$ cat src/rtl/cam_hit_fifo.sv
// First-word-fall-through queue of CAM hit addresses with occupancy and sticky overflow.
// Optional CAM_HIT_FIFO_STATS_EN adds a saturating drop_count output.
module cam_hit_fifo #(
  parameter int ADDR_WIDTH = 8,
  parameter int DEPTH      = 8,
  parameter int PTR_WIDTH  = 3
) (
  input  logic                  clk,
  input  logic                  reset,
  input  logic                  hit_in,
  input  logic [ADDR_WIDTH-1:0] hit_addr_in,
  input  logic                  out_ready,
  input  logic                  clear_overflow,
  output logic                  out_valid,
  output logic [ADDR_WIDTH-1:0] out_addr,
  output logic [PTR_WIDTH:0]    fifo_count,
  output logic                  full,
  output logic                  empty,
`ifdef CAM_HIT_FIFO_STATS_EN
  output logic [7:0]            drop_count,
`endif
  output logic                  overflow
);

  localparam logic [PTR_WIDTH:0] DEPTH_CNT = (PTR_WIDTH+1)'(DEPTH);

  logic [ADDR_WIDTH-1:0] mem [DEPTH];
  logic [PTR_WIDTH-1:0]  rd_ptr_reg;
  logic [PTR_WIDTH-1:0]  wr_ptr_reg;
  logic [PTR_WIDTH:0]    count_reg;
  logic                  overflow_reg;
  logic                  push;
  logic                  pop;
  logic                  drop;

  assign empty      = (count_reg == '0);
  assign full       = (count_reg == DEPTH_CNT);
  assign out_valid  = !empty;
  assign out_addr   = empty ? '0 : mem[rd_ptr_reg];
  assign fifo_count = count_reg;
  assign overflow   = overflow_reg;

  // A pop on a full queue frees the slot the simultaneous push lands in.
  assign pop  = out_valid && out_ready;
  assign push = hit_in && (!full || pop);
  assign drop = hit_in && full && !pop;

  // Storage is deliberately not reset; count gates visibility of stale data.
  always_ff @(posedge clk) begin
    if (push) begin
      mem[wr_ptr_reg] <= hit_addr_in;
    end
  end

  // Pointers wrap naturally because DEPTH is a power of two.
  always_ff @(posedge clk or posedge reset) begin
    if (reset) begin
      rd_ptr_reg   <= '0;
      wr_ptr_reg   <= '0;
      count_reg    <= '0;
      overflow_reg <= 1'b0;
    end else begin
      if (push) begin
        wr_ptr_reg <= wr_ptr_reg + 1'b1;
      end
      if (pop) begin
        rd_ptr_reg <= rd_ptr_reg + 1'b1;
      end
      case ({push, pop})
        2'b10:   count_reg <= count_reg + 1'b1;
        2'b01:   count_reg <= count_reg - 1'b1;
        default: count_reg <= count_reg;
      endcase
      if (drop) begin
        overflow_reg <= 1'b1;
      end else if (clear_overflow) begin
        overflow_reg <= 1'b0;
      end
    end
  end

`ifdef CAM_HIT_FIFO_STATS_EN
  logic [7:0] drop_count_reg;

  assign drop_count = drop_count_reg;

  // A drop in the clearing cycle restarts the count at one.
  always_ff @(posedge clk or posedge reset) begin
    if (reset) begin
      drop_count_reg <= '0;
    end else if (drop) begin
      if (clear_overflow) begin
        drop_count_reg <= 8'd1;
      end else if (drop_count_reg != 8'hFF) begin
        drop_count_reg <= drop_count_reg + 8'd1;
      end
    end else if (clear_overflow) begin
      drop_count_reg <= '0;
    end
  end
`endif

endmodule

$ cat config.mk
export PLATFORM = sky130hd
export DESIGN_NAME = cam_hit_fifo
export DESIGN_NICKNAME = d
export VERILOG_FILES = /design/src/rtl/cam_hit_fifo.sv
export SDC_FILE = /design/constraint.sdc
export NUM_CORES = 1
export LEC_CHECK = 0
export ABC_CLOCK_PERIOD_IN_PS = 2700
export BUFFER_PORTS_ARGS = -buffer_cell sky130_fd_sc_hd__buf_2
export CAP_MARGIN = 20
export CORE_MARGIN = 2
export CORE_UTILIZATION = 42
export CTS_BUF_LIST = sky130_fd_sc_hd__clkbuf_8
export DETAILED_ROUTE_END_ITERATION = 16
export GPL_ROUTABILITY_DRIVEN = 1
export PLACE_DENSITY = 0.7
export SYNTH_ARGS = -nofsm -noshare
export SYNTH_HDL_FRONTEND = slang
export SYNTH_SLANG_ARGS = --single-unit
$ cat constraint.sdc
create_clock -name clk -period 2.7 [get_ports clk]
set_input_delay 0.135 -clock clk [delete_from_list [all_inputs] [get_ports clk]]
set_output_delay 0.135 -clock clk [all_outputs]
set_load 0.01 [all_outputs]
# Yosys cells after proc, flatten, opt, wreduce, memory -nomap -nowiden
# Memory sizes are Yosys's and may differ from the RTL's.
# Cells that the tools add are included.
# W data, S select, Z words.
classes:
  n_reduce_logical: 11
  eq_ne: 3
  mul: 0
  n_addsub: 4
  order_cmp: 0
  div: 0
  muxes: 6
  n_bitwise: 0
  n_shift: 0
ops:
  columns: ["operator", "count"]
  rows:
  - ["$mux W8", 1]
  - ["$pmux W4 S2", 1]
  - ["$add A3 B1 Y3 const B", 2]
  - ["$add A4 B1 Y4 const B", 1]
  - ["$eq A4 B4 Y1 const B", 1]
  - ["$logic_and A1 B1 Y1", 4]
  - ["$logic_not A4 Y1", 1]
  - ["$mux W1", 4]
  - ["$reduce_bool A2 Y1", 2]
  - ["$sub A4 B1 Y4 const B", 1]
  - ["$logic_not A1 Y1", 3]
  - ["$eq A2 B1 Y1 const B", 1]
  - ["$eq A2 B2 Y1 const B", 1]
  - ["$logic_or A1 B1 Y1", 1]
word_totals:
  n_memories: 1
  out_inout_bits: 16
  in_bits: 13
  rom_bits: 0
  reg_bits: 11
  ram_bits: 64
  latchBits: 0
mem_list:
  columns: ["name", "depth", "word_bits", "read_ports", "rd_clocked_by_memory_dff", "wr", "line", "rtl"]
  rows:
  - ["mem", 8, 8, 1, 0, 1, "27", "logic [ADDR_WIDTH-1:0] mem [DEPTH];"]

# Depth between registers and ports, before layout
logic_depth:
  ltp_word: 7
  mapped_depth: 9
  mapped_depth_nobuf: 8

# Least setup slack after synthesis
# No wires, ideal clock.
synth_path:
  path_type: "flip-flop to flip-flop"
  startpoint: "register count_reg[3], in the netlist fifo_count[3]"
  endpoint: "memory mem[0][0], enable pin"
  n_path_buf: 1
  path_stages_with_launch: 5
  t_required_ns: 2.305
  arrival_ns: 1.697
  synth_period_minus_slack_ns: 2.091
  path_slack_ns: 0.609
  path_cell_list: "dfrtp_1 -> buf_2 -> or4b_4 -> o21ai_4 -> nor4_1"
synth_between:
  elab_chain_cells: 7
  elab_cells_between_ends: 9
  classes_between: "eq/ne (1); mux (2); reduce/logical (6)"
synth_lines:
  columns: ["element", "line", "rtl"]
  rows:
  - ["from (decl)", "30", "logic [PTR_WIDTH:0] count_reg;"]
  - ["from (signal assigned)", "70", "2'b10: count_reg <= count_reg + 1'b1;"]
  - ["from (signal assigned)", "71", "2'b01: count_reg <= count_reg - 1'b1;"]
  - ["from (signal assigned)", "72", "default: count_reg <= count_reg;"]
  - ["$logic_not A4 Y1", "36", "assign empty = (count_reg == '0);"]
  - ["$logic_not A1 Y1", "38", "assign out_valid = !empty;"]
  - ["$logic_and A1 B1 Y1", "44", "assign pop = out_valid && out_ready;"]
  - ["$logic_or A1 B1 Y1 (*)", "45", "assign push = hit_in && (!full || pop);"]
  - ["$logic_and A1 B1 Y1 (*)", "45", null]
  - ["$mux W1 (*)", "50", "if (push) begin"]
  - ["$mux W1 (not written as such) (*)", "51", "mem[wr_ptr_reg] <= hit_addr_in;"]
  - ["to (decl)", "27", null]
# Mark *: on every way between the ends. The rest lies on a longest branch, timed or not.

# Worst setup path after layout
layout_path:
  startpoint: "register count_reg[0], in the netlist fifo_count[0]"
  endpoint: "output out_addr[6]"
layout_between:
  elab_chain_cells: 2
layout_lines:
  columns: ["element", "line", "rtl"]
  rows:
  - ["$logic_not A4 Y1", "36", null]
  - ["$mux W8", "39", "assign out_addr = empty ? '0 : mem[rd_ptr_reg];"]
  - ["to (decl)", "15", "output logic [ADDR_WIDTH-1:0] out_addr,"]
# No other way between the ends.

==> results.sh <==
export IMPL_setup_viol=0
export IMPL_fillerInstances=598
export IMPL_fin_cells=322
export IMPL_seq_area_frac_synth_pct=69.7
export IMPL_ir_drop_uv=327
export IMPL_top_register="mem"
export IMPL_portBuffers=28
export IMPL_pwr_density_cell_nw_per_um2=1010
export IMPL_antenna_left=0
export IMPL_synth_fa_ha_area_share_pct=1.19
export IMPL_synth_top_area_share_pct=61.0
export IMPL_grt_pass1_wl_um=9000
export IMPL_crit_arrival_ns=2.02
export IMPL_routed_wl_um=5470
export IMPL_cp_start_kind="register"
export IMPL_die_w_um=90.6
export IMPL_avgSynthCellArea_um2=17.6
export IMPL_synthArstFlopShare_pct=14.7
export IMPL_ys_flop_type="edfxtp_1"
export IMPL_r2r_start="fifo_count[0]$_DFFE_PP0P_"
export IMPL_critPathLaunch="fifo_count[0]$_DFFE_PP0P_"
export IMPL_yosysWarnings=0
export IMPL_synth_simple_area_share_pct=6.47
export IMPL_min_from="hit_addr_in[5]"
export IMPL_yosys_area_top_type="edfxtp_1"
export IMPL_syn_num_nets=195
export IMPL_fmax_ghz=0.465
export IMPL_grt_pass1_vias=1687
export IMPL_yosysUniqueCellTypes=37
export IMPL_finalSetupTns_ns=0
export IMPL_dp_final_hpwl_um=3480
export IMPL_tightest_slew_ns=0.790
export IMPL_ff2ff_setup_slack_ns=0.57
export IMPL_total_leakage_power_nw=1.30
export IMPL_fin_crit_sh_pct=79.7
export IMPL_grt_util_all_layers_pct=14.9
export IMPL_synth_top_family_by_area="multiplexers"
export IMPL_maxCapViolCount=0
export IMPL_gr_total_overflow=0
export IMPL_endpoint_kind="output port"
export IMPL_boundaryPins=29
export IMPL_final_nets=234
export IMPL_root_buffer="clkbuf_8"
export IMPL_finalCriticalPeriod_ns=2.15
export IMPL_grt_max_degree=19
export IMPL_die_area_um2=8220
export IMPL_drt_iter0_markers=90
export IMPL_synth_mux_area_share_pct=14.7
export IMPL_gp_congestion=0.820
export IMPL_synthTopCellsByArea="edfxtp_1 61%, mux4_2 11%, dfrtp_1 8.7%"
export IMPL_finalPower_mw=3.64
export IMPL_critPathRequiredTime_ns=2.57
export IMPL_post_cts_setup_buffers=0
export IMPL_synth_xor_area_share_pct=1.67
export IMPL_critPathMaxFanout=12
export IMPL_status="finished clean"
export IMPL_synth_area_um2=3150
export IMPL_drc_errors=0
export IMPL_rsz0062_at_grt="false"
export IMPL_seq_area_um2=2200
export IMPL_clk_pin_slew_worst_paths_ns=0.08
export IMPL_yosysMostFrequentCell="edfxtp_1"
export IMPL_firstDrtPassIters=4
export IMPL_synthTopCellsByCount="64 x edfxtp_1, 16 x mux4_2, 14 x nor2_1"
export IMPL_route_vias_total=1652
export IMPL_fp_dieH_um=90.6
export IMPL_yosys_register_bits=75
export IMPL_cts_tree="built"
export IMPL_area_growth_pct=14.8
export IMPL_synth_edf_count=64
export IMPL_synth_cells=179
export IMPL_routedWlPerCell_um=17.0
export IMPL_largest_reg_flops=64
export IMPL_hold_viol_final=0
export IMPL_numClockSinks=75
export IMPL_design_core_area_um2=7250
export IMPL_clock_skew_ns=0.00830
export IMPL_antenna_found_initial=0
export IMPL_multi_input_area_um2=873
export IMPL_layout_drive_gt1_share_pct=34.5
export IMPL_holdCritPathClass="input port to register"
export IMPL_placedCellCount=303
export IMPL_synth_compound_area_share_pct=3.49
export IMPL_drv_slew=0
export IMPL_htree_levels=3
export IMPL_insertion_delay_ns=0.34
export IMPL_numCtsBuffers=9
export IMPL_antenna_cells=0
export IMPL_viasPerCell=5.13
export IMPL_start_util_pct=43.5
export IMPL_path_class="register to output port"
export IMPL_rows=31
export IMPL_slew_headroom_pct=47.3
export IMPL_clk_path_buf_depth=2
[cell families after synthesis]
kind of cell / count (synthesis)
DFF: 75
and+or+nand+nor: 39
muxes: 26
buffers and inverters: 16
AOI/OAI and AO/OA: 14
xor gates and xnor gates: 6
adders and majority gates: 3
[metal layers]
metal	vias to the layer above	track usage, %	share of wire (%)
li1	780	-	-
met1	827	19.1	43
met2	37	24.1	50
met3	8	4.34	5.0
met4	0	5.77	1.4
met5	-	0	0
[path summary, 6_finish.rpt]
path,endpoint,depth (start not counted)
worst max-delay path,out_addr[6],4
worst min-delay path,mem[3][5]$_DFFE_PP_,1
worst max register to register,mem[4][6]$_DFFE_PP_,5
worst min register to register,overflow$_DFFE_PP0P_,2
max in group asynchronous,wr_ptr_reg[1]$_DFFE_PP0P_,3
min in group asynchronous,fifo_count[1]$_DFFE_PP0P_,3
[per-stage QoR]
step	setup WS (ns)	instance area (µm²)	hold slack, ns	util, %
floorplan	0.609	3150	-0.0126	-
global placement	0.523	3410	0.155	47.1
detailed placement	0.450	3410	0.150	47.1
global route	0.344	3620	0.0556	49.9
finish	0.548	3620	0.0658	49.9
CTS	0.424	3610	0.0462	49.8
[power breakdown]
part           leakage, nW  internal (mW)  switching (mW)
registers            0.715           1.47           0.237
clock network       0.0886          0.347           0.425
logic                0.500          0.603           0.559
total                 1.30           2.42            1.22
[cell type report]
class	count	share of cell area [%]
clock inverters	7	1.59
inverters	5	0.518
flip-flops and latches	75	60.7
clock buffers	9	3.42
well taps	99	3.42
multi-input cells	88	24.1
repair buffers	39	6.22
[cell usage in the layout (no fill, tap or decap), types with 5 or more instances in the layout]
master | synthesis | final
nor2_1 | 14 | 14
clkbuf_8 | 0 | 9
nand2_1 | 5 | 5
mux2i_1 | 8 | 8
mux4_2 | 16 | 16
nor3_1 | 6 | 6
buf_4 | 2 | 8
edfxtp_1 | 64 | 64
buf_2 | 4 | 28
dfrtp_1 | 11 | 11
[critical path: stages (launching register included)]
cell	delay (ns)
dfrtp_1	0.50
or4_1	0.66
clkinv_1	0.25
nor2_1	0.11
buf_2	0.15
[repair_timing]
item | CTS | global route
endpoints found under the hold margin | 12 | 0
resized for setup | 0 | 0
endpoints found under the setup margin | 0 | 0
hold buffers | 2 | 0
Note: power is estimated with default switching activity, not from simulation.
